--- config.mk ---
export PLATFORM = sky130hd
export DESIGN_NAME = bht_ctrl_flat
export DESIGN_NICKNAME = d
export VERILOG_FILES = /design/src/rtl/bht_ctrl_if.sv /design/src/rtl/bht_ctrl.sv /design/src/flat_wrapper.sv
export SDC_FILE = /design/constraint.sdc
export NUM_CORES = 1
export LEC_CHECK = 0
export CORE_MARGIN = 2
export CORE_UTILIZATION = 34
export CTS_CLUSTER_DIAMETER = 80
export DETAILED_ROUTE_END_ITERATION = 16
export PLACE_DENSITY = 0.54
export SYNTH_ARGS = -nofsm -noshare
export SYNTH_HDL_FRONTEND = slang
export SYNTH_SLANG_ARGS = --single-unit
--- constraint.sdc ---
create_clock -name clk -period 5.7 [get_ports clk]
set_clock_uncertainty 0.1 [all_clocks]
set_input_delay 1.14 -clock clk [delete_from_list [all_inputs] [get_ports clk]]
set_output_delay 1.14 -clock clk [all_outputs]
set_load 0.005 [all_outputs]
--- src/rtl/bht_ctrl_if.sv ---
// bht_ctrl_if: fetch/execute-side bundle for the branch history table controller.
interface bht_ctrl_if #(
  parameter int INDEX_BITS = 6,
  parameter int CNT_W      = 16
);
  logic                  flush;
  logic                  ready;
  logic                  lk_valid;
  logic [INDEX_BITS-1:0] lk_index;
  logic                  lk_resp_valid;
  logic                  lk_taken;
  logic [1:0]            lk_state;
  logic                  up_valid;
  logic [INDEX_BITS-1:0] up_index;
  logic                  up_taken;
  logic                  mispredict;
  logic [CNT_W-1:0]      mispred_cnt;
  modport master (
    output flush, lk_valid, lk_index, up_valid, up_index, up_taken,
    input  ready, lk_resp_valid, lk_taken, lk_state, mispredict, mispred_cnt
  );
  modport slave (
    input  flush, lk_valid, lk_index, up_valid, up_index, up_taken,
    output ready, lk_resp_valid, lk_taken, lk_state, mispredict, mispred_cnt
  );
endinterface

--- src/rtl/bht_ctrl.sv ---
// bht_ctrl: table of 2-bit saturating branch counters with registered lookup,
// resolved-outcome updates, a mispredict counter and an init sweep FSM.
module bht_ctrl #(
  parameter int         INDEX_BITS = 6,
  parameter logic [1:0] INIT_STATE = 2'b01,
  parameter int         CNT_W      = 16
) (
  input logic       clk,
  input logic       rst,
  bht_ctrl_if.slave bus
);
  typedef enum logic {INIT, RUN} state_e;
  localparam logic [INDEX_BITS-1:0] LAST = '1;
  state_e                state_q, state_d;
  logic [INDEX_BITS-1:0] ptr_q, ptr_d;
  logic [1:0]            tbl_q [2**INDEX_BITS];
  logic [1:0]            up_old, up_new, lk_val;
  logic                  run, up_en, lk_en, mis;
  logic                  lk_resp_valid_q, mispredict_q;
  logic [1:0]            lk_state_q;
  logic [CNT_W-1:0]      cnt_q;
  always_comb begin
    run     = state_q == RUN;
    up_en   = run && !rst && bus.up_valid && !bus.flush;
    lk_en   = run && bus.lk_valid && !bus.flush;
    up_old  = tbl_q[bus.up_index];
    up_new  = bus.up_taken ? (up_old == 2'b11 ? up_old : up_old + 2'd1)
                           : (up_old == 2'b00 ? up_old : up_old - 2'd1);
    mis     = up_en && (bus.up_taken != up_old[1]);
    // write-first bypass so a same-cycle lookup sees the updated counter
    lk_val  = (up_en && bus.up_index == bus.lk_index) ? up_new : tbl_q[bus.lk_index];
    state_d = run ? (bus.flush ? INIT : RUN) : (ptr_q == LAST ? RUN : INIT);
    ptr_d   = run ? '0 : ptr_q + 1'b1;
  end
  always_ff @(posedge clk) begin
    if (!run) tbl_q[ptr_q] <= INIT_STATE;
    else if (up_en) tbl_q[bus.up_index] <= up_new;
  end
  always_ff @(posedge clk) begin
    if (rst) begin
      state_q         <= INIT;
      ptr_q           <= '0;
      lk_resp_valid_q <= 1'b0;
      lk_state_q      <= 2'b00;
      mispredict_q    <= 1'b0;
      cnt_q           <= '0;
    end else begin
      state_q         <= state_d;
      ptr_q           <= ptr_d;
      lk_resp_valid_q <= lk_en;
      lk_state_q      <= lk_en ? lk_val : lk_state_q;
      mispredict_q    <= mis;
      cnt_q           <= (mis && cnt_q != '1) ? cnt_q + 1'b1 : cnt_q;
    end
  end
  assign bus.ready         = run;
  assign bus.lk_resp_valid = lk_resp_valid_q;
  assign bus.lk_state      = lk_state_q;
  assign bus.lk_taken      = lk_state_q[1];
  assign bus.mispredict    = mispredict_q;
  assign bus.mispred_cnt   = cnt_q;
endmodule

--- src/flat_wrapper.sv ---
// flat-port wrapper written by rule: the top's interface ports become plain ports
module bht_ctrl_flat 
#(
  parameter int         INDEX_BITS = 6,
  parameter logic [1:0] INIT_STATE = 2'b01,
  parameter int         CNT_W      = 16
)
  (clk, rst, bus_flush, bus_lk_valid, bus_lk_index, bus_up_valid, bus_up_index, bus_up_taken, bus_ready, bus_lk_resp_valid, bus_lk_taken, bus_lk_state, bus_mispredict, bus_mispred_cnt);
  bht_ctrl_if #(.INDEX_BITS(INDEX_BITS), .CNT_W(CNT_W)) bus_i ();
  input logic clk;
  input logic rst;
  input wire logic [$bits(bus_i.flush)-1:0] bus_flush;
  input wire logic [$bits(bus_i.lk_valid)-1:0] bus_lk_valid;
  input wire logic [$bits(bus_i.lk_index)-1:0] bus_lk_index;
  input wire logic [$bits(bus_i.up_valid)-1:0] bus_up_valid;
  input wire logic [$bits(bus_i.up_index)-1:0] bus_up_index;
  input wire logic [$bits(bus_i.up_taken)-1:0] bus_up_taken;
  output wire logic [$bits(bus_i.ready)-1:0] bus_ready;
  output wire logic [$bits(bus_i.lk_resp_valid)-1:0] bus_lk_resp_valid;
  output wire logic [$bits(bus_i.lk_taken)-1:0] bus_lk_taken;
  output wire logic [$bits(bus_i.lk_state)-1:0] bus_lk_state;
  output wire logic [$bits(bus_i.mispredict)-1:0] bus_mispredict;
  output wire logic [$bits(bus_i.mispred_cnt)-1:0] bus_mispred_cnt;
  assign bus_i.flush = bus_flush;
  assign bus_i.lk_valid = bus_lk_valid;
  assign bus_i.lk_index = bus_lk_index;
  assign bus_i.up_valid = bus_up_valid;
  assign bus_i.up_index = bus_up_index;
  assign bus_i.up_taken = bus_up_taken;
  assign bus_ready = bus_i.ready;
  assign bus_lk_resp_valid = bus_i.lk_resp_valid;
  assign bus_lk_taken = bus_i.lk_taken;
  assign bus_lk_state = bus_i.lk_state;
  assign bus_mispredict = bus_i.mispredict;
  assign bus_mispred_cnt = bus_i.mispred_cnt;
  bht_ctrl #(.INDEX_BITS(INDEX_BITS), .INIT_STATE(INIT_STATE), .CNT_W(CNT_W)) u_core (.clk(clk), .rst(rst), .bus(bus_i));
endmodule
# Word level (Yosys, flattened, before mapping)

Memory sizes are Yosys's and may differ from the RTL's. A register that Yosys moved wholly into a read port is not among the register bits.
Index checks and enable logic that the tools add are counted.
Widths: inputs -> output; s select.

Bits in registers: 25
RAM bits: 128
Input bits: 18
Output and inout port bits: 22
Logic and storage cells: 39
Memories kept: 1

Add/subtract/negate cells: 4
Equality and inequality tests: 4
Mux-type cells: 13
Reduce and logical (&&, ||, !) cells: 12

Memories:

| memory       | words | bits a word | read ports | clocked after memory_dff | wr ports | RTL line       | source |
|---|---|---|---|---|---|---|---|
| u_core.tbl_q | 64    | 2           | 2          | 1                        | 1        | bht_ctrl.sv:16 | `logic [1:0] tbl_q [2**INDEX_BITS];` |

Operators by type and width:

| operator              | count |
|---|---|
| $add 16x1->16 const B | 1 |
| $ne 16x16->1 const B  | 1 |
| $mux 1                | 8 |
| $mux 2                | 4 |
| $logic_and 1x1->1     | 7 |
| $add 6x1->6 const B   | 1 |
| $eq 6x6->1 const B    | 1 |
| $mux 6                | 1 |
| $reduce_or 2->1       | 2 |
| $add 2x1->2 const B   | 1 |
| $eq 2x2->1 const B    | 1 |
| $logic_not 1->1       | 2 |
| $logic_not 2->1       | 1 |
| $sub 2x1->2 const B   | 1 |
| $ne 1x1->1            | 1 |

# Logic depth before layout (Yosys ltp)

Depth in word-level cells: 9
Depth in mapped cells: 12
Mapped depth without buffers: 8

# Worst setup path after synthesis

No wires, ideal clock.

Path kind: input -> register
Start point: input bus_up_index[0]
End point: memory u_core.tbl_q[0][0] (data pin)
Library setup time: 0.376 ns
Data arrival time: 4.046 ns
Data required time: 5.224 ns
Slack: 1.178 ns
Cell stages on the path: 9
Buffers on the path: 3
Path through: buf_6 -> buf_12 -> clkbuf_1 -> mux4_2 -> a22oi_1 -> nand2_1 -> a221oi_1 -> maj3_1 -> nand2b_1

Word-level cells in the longest chain between the ends: 5
Elaborated cells on any way between the ends: 9
Those cells by class: add/sub: 2; eq/ne: 1; mux: 4; reduce/logical: 1; memory: 1

Ends and longest elaborated chain:

| item                                | RTL line                       | source |
|---|---|---|
| from (decl)                         | flat_wrapper.sv:16             | `input wire logic [$bits(bus_i.up_index)-1:0] bus_up_index;` |
| $mem_v2 64x2 *                      | n/a                            |  |
| $sub 2x1->2 (tied with other cells) | bht_ctrl.sv:28                 | `: (up_old == 2'b00 ? up_old : up_old - 2'd1);` |
| $mux 2 (on tied branches)           | bht_ctrl.sv:28, bht_ctrl.sv:27 |  |
| $mux 2 *                            | bht_ctrl.sv:27                 | `up_new = bus.up_taken ? (up_old == 2'b11 ? up_old : up_old + 2'd1)` |
| $mux 2 (no line) *                  | n/a                            |  |
| to (decl)                           | bht_ctrl.sv:16                 |  |

Mark *: on every way between the ends. The rest lies on a longest branch, timed or not.

# Worst setup path in the final report

Start point: input bus_up_index[0]
End point: memory u_core.tbl_q[2][1] (data pin)

The elaborated chain is that of the path after synthesis.

==> flow_summary.toml <==
[critical_path]
crit_fanout = 64
cp-start-kind = "input port"
crit-reg2reg-launch = "u_core.tbl_q[22][1]"
rr_endpoint = "u_core.tbl_q[2][1]"
crit_required_ps = 5610
crit_type = "in -> reg"
worstPathArrival_ps = 4570
crit_path_end_kind = "flop"
rr_worst_depth = 6
rrSetupSlack_ps = 2260

[synthesis]
synth_top_area_cell = "edfxtp_1"
synth_top_area_frac = 0.4956
avgSynthCellArea_um2 = 14.44
synth_async_sr_flop_share = 0
yosysSeqAreaShare = 0.5653
synth_ff_type = "edfxtp_1"
syn_area_um2 = 7755
yosysWarningCount = 0
syn_inst = 537
synth_nets = 557
yosysUniqueCellTypes = 47
synth_edf_count = 128
synth_seq_cells = 155
synth_area_leaders = "edfxtp_1 (50%), mux4_2 (21%), dfxtp_1 (7.0%)"

[global_route]
grt_overflow_total = 0
antenna_found_initial = 1
grt_pass1_vias = 4997
grt_pass1_wl_um = 29320
grt_max_degree = 65
grt_usage = 0.1668

[hold_path]
hp-start = "u_core.bus.lk_state[1]"
min_path_cells = 2
hold_path_class = "reg -> reg"
whs_endpoint = "u_core.bus.lk_state[1]"

[final_layout]
drive_gt1_frac = 0.2103
nets = 587
final_common_cell = "edfxtp_1"
layout_common_cells = "edfxtp_1 (128), nor2_1 (81), mux4_2 (74)"
area_growth_pct = 16.12
num_antenna_cells = 0

[timing]
max_freq_mhz = 214.2
relSlewSlack = 0.2263
hold_slack_ps = 393.1
rsz0062_at_grt = "no"
fin_setup_tns_ps = 0
final-hold-violation-count = 0
maxSlewViolCount = 0
min_period_ps = 4669
fin_crit_sh = 0.8191
setup_viol = 0
tightestPinTransition_ps = 1161

[drt]
first_iter_violations = 399
ant_nets = 0
drc = 0
vias = 4957
wl_per_cell_um = 22.49
first_pass_iters = 5
wirelength_um = 19450
via_per_inst = 5.731

[pwr]
p_comb_frac = 0.060
p_total_mw = 2.494
p_leak_nw = 2.731
ir_worst_vdd_mv = 0.1899
pwr-share-seq = 0.488
clockPowerShare = 0.452
p_per_area_nw_per_um2 = 277.0
intPower_mw = 1.895
swShare = 0.2401
switchingPower_uw = 598.9

[clocking]
cts-root-buf = "clkbuf_16"
cts.htree.levels = 4
clkTransAtPathRegs_ps = 70
cts_setup_buffers = 0
cts_hold_buf = 0
post_cts_resized = 0
cts.path.max_buffers = 2
cts-buffers-inserted = 17
cts_tree = "yes"
cts_sinks = 155
insertion_delay_ps = 440

[die]
die_h_um = 155.0
fp-row-count = 55
initial_utilization = 0.3446
die_x_um = 155.0
core_um2 = 22500
dieArea_um2 = 24030
top_level_ports = 40

[placement]
dp_hpwl_um = 12750
place_congestion = 0.8030
io_buffers = 39

[run]
drv_cap = 0

[status]
status = "completed"
==> flip-flops by register name, summed over array words and instances (netlist names) <==
register / count
u_core.tbl_q: 128
u_core.bus.mispred_cnt: 16
u_core.ptr_q: 6
u_core.bus.lk_state: 2
u_core.bus.lk_resp_valid: 1
u_core.bus.mispredict: 1
u_core.bus.ready: 1
==> per-stage QoR <==
step	util	instance area [µm²]	worst slack [ps]	cells
detailed placement	0.3743	8422	477.3	833
finish	0.4002	9005	1031	865
global route	0.4002	9005	704.9	865
global placement	0.3743	8422	583.3	833
CTS	0.4002	9005	956.3	865
floorplan	-	7755	1178	537
==> metal layers <==
metal,GRT usage,vias up,share of wire
li1,-,2200,-
met1,0.2215,2567,0.44
met4,0.04453,2,0.014
met3,0.04206,20,0.054
met5,0,-,0.00067
met2,0.2743,168,0.49
==> worst max-delay path: stages <==
cell,delay (ps)
buf_2,690
buf_4,350
mux4_2,510
a22oi_1,210
a21boi_1,110
or4_1,540
maj3_1,400
and2_2,560
==> power by group through the flow <==
stage | Combinational (mW) | Clock [mW] | Sequential [mW]
after floorplan | 0.0972 | 0 | 1.24
after global placement | 0.148 | 0 | 1.24
after detailed placement | 0.149 | 0 | 1.24
after CTS | 0.149 | 1.15 | 1.22
after global routing | 0.159 | 1.20 | 1.22
final | 0.149 | 1.13 | 1.22
==> cell type report <==
type | instances | area, µm²
Clock buffer | 18 | 429.2
Clock inverter | 14 | 153.9
Fill cell | 2054 | 13500
Inverter | 9 | 33.78
Multi-Input combinational cell | 336 | 3174
Sequential cell | 155 | 4384
Tap cell | 285 | 356.6
Timing Repair Buffer | 48 | 473.0
==> worst max path at each step <==
stage	start	end	cells past startpoint	slack, ps
CTS	bus_up_index[0]	u_core.tbl_q[62][1]	8	960
global placement	bus_up_index[0]	u_core.tbl_q[12][1]	8	580
global route	bus_up_index[0]	u_core.tbl_q[42][1]	8	700
finish	bus_up_index[0]	u_core.tbl_q[2][1]	8	1030
detailed placement	bus_up_index[0]	u_core.tbl_q[12][1]	8	480
floorplan	bus_up_index[0]	u_core.tbl_q[0][0]	9	1180
==> kinds of logic after synthesis <==
logic type,Yosys count,share of synthesized area
and+or+nand+nor,169,0.1021
DFF,155,0.5653
muxes,82,0.2260
xor gates and xnor gates,12,0.01355
AOI/OAI and AO/OA,69,0.05937
adders and majority gates,4,0.005808
buffers and inverters,46,0.02775
==> Yosys cell counts, drive strengths merged (4+ instances only) <==
cell type	instances
edfxtp	128
and2	4
inv	9
nor2	81
xor2	4
nand4	4
o21a	4
buf	19
or4	8
nand3	16
a21oi	16
clkbuf	18
mux4	74
or3	10
nand2	26
a221oi	4
xnor2	8
nor2b	7
dfxtp	27
o31ai	9
a22oi	14
o21ai	11
mux2i	6
(Power assumes the default switching activity.)
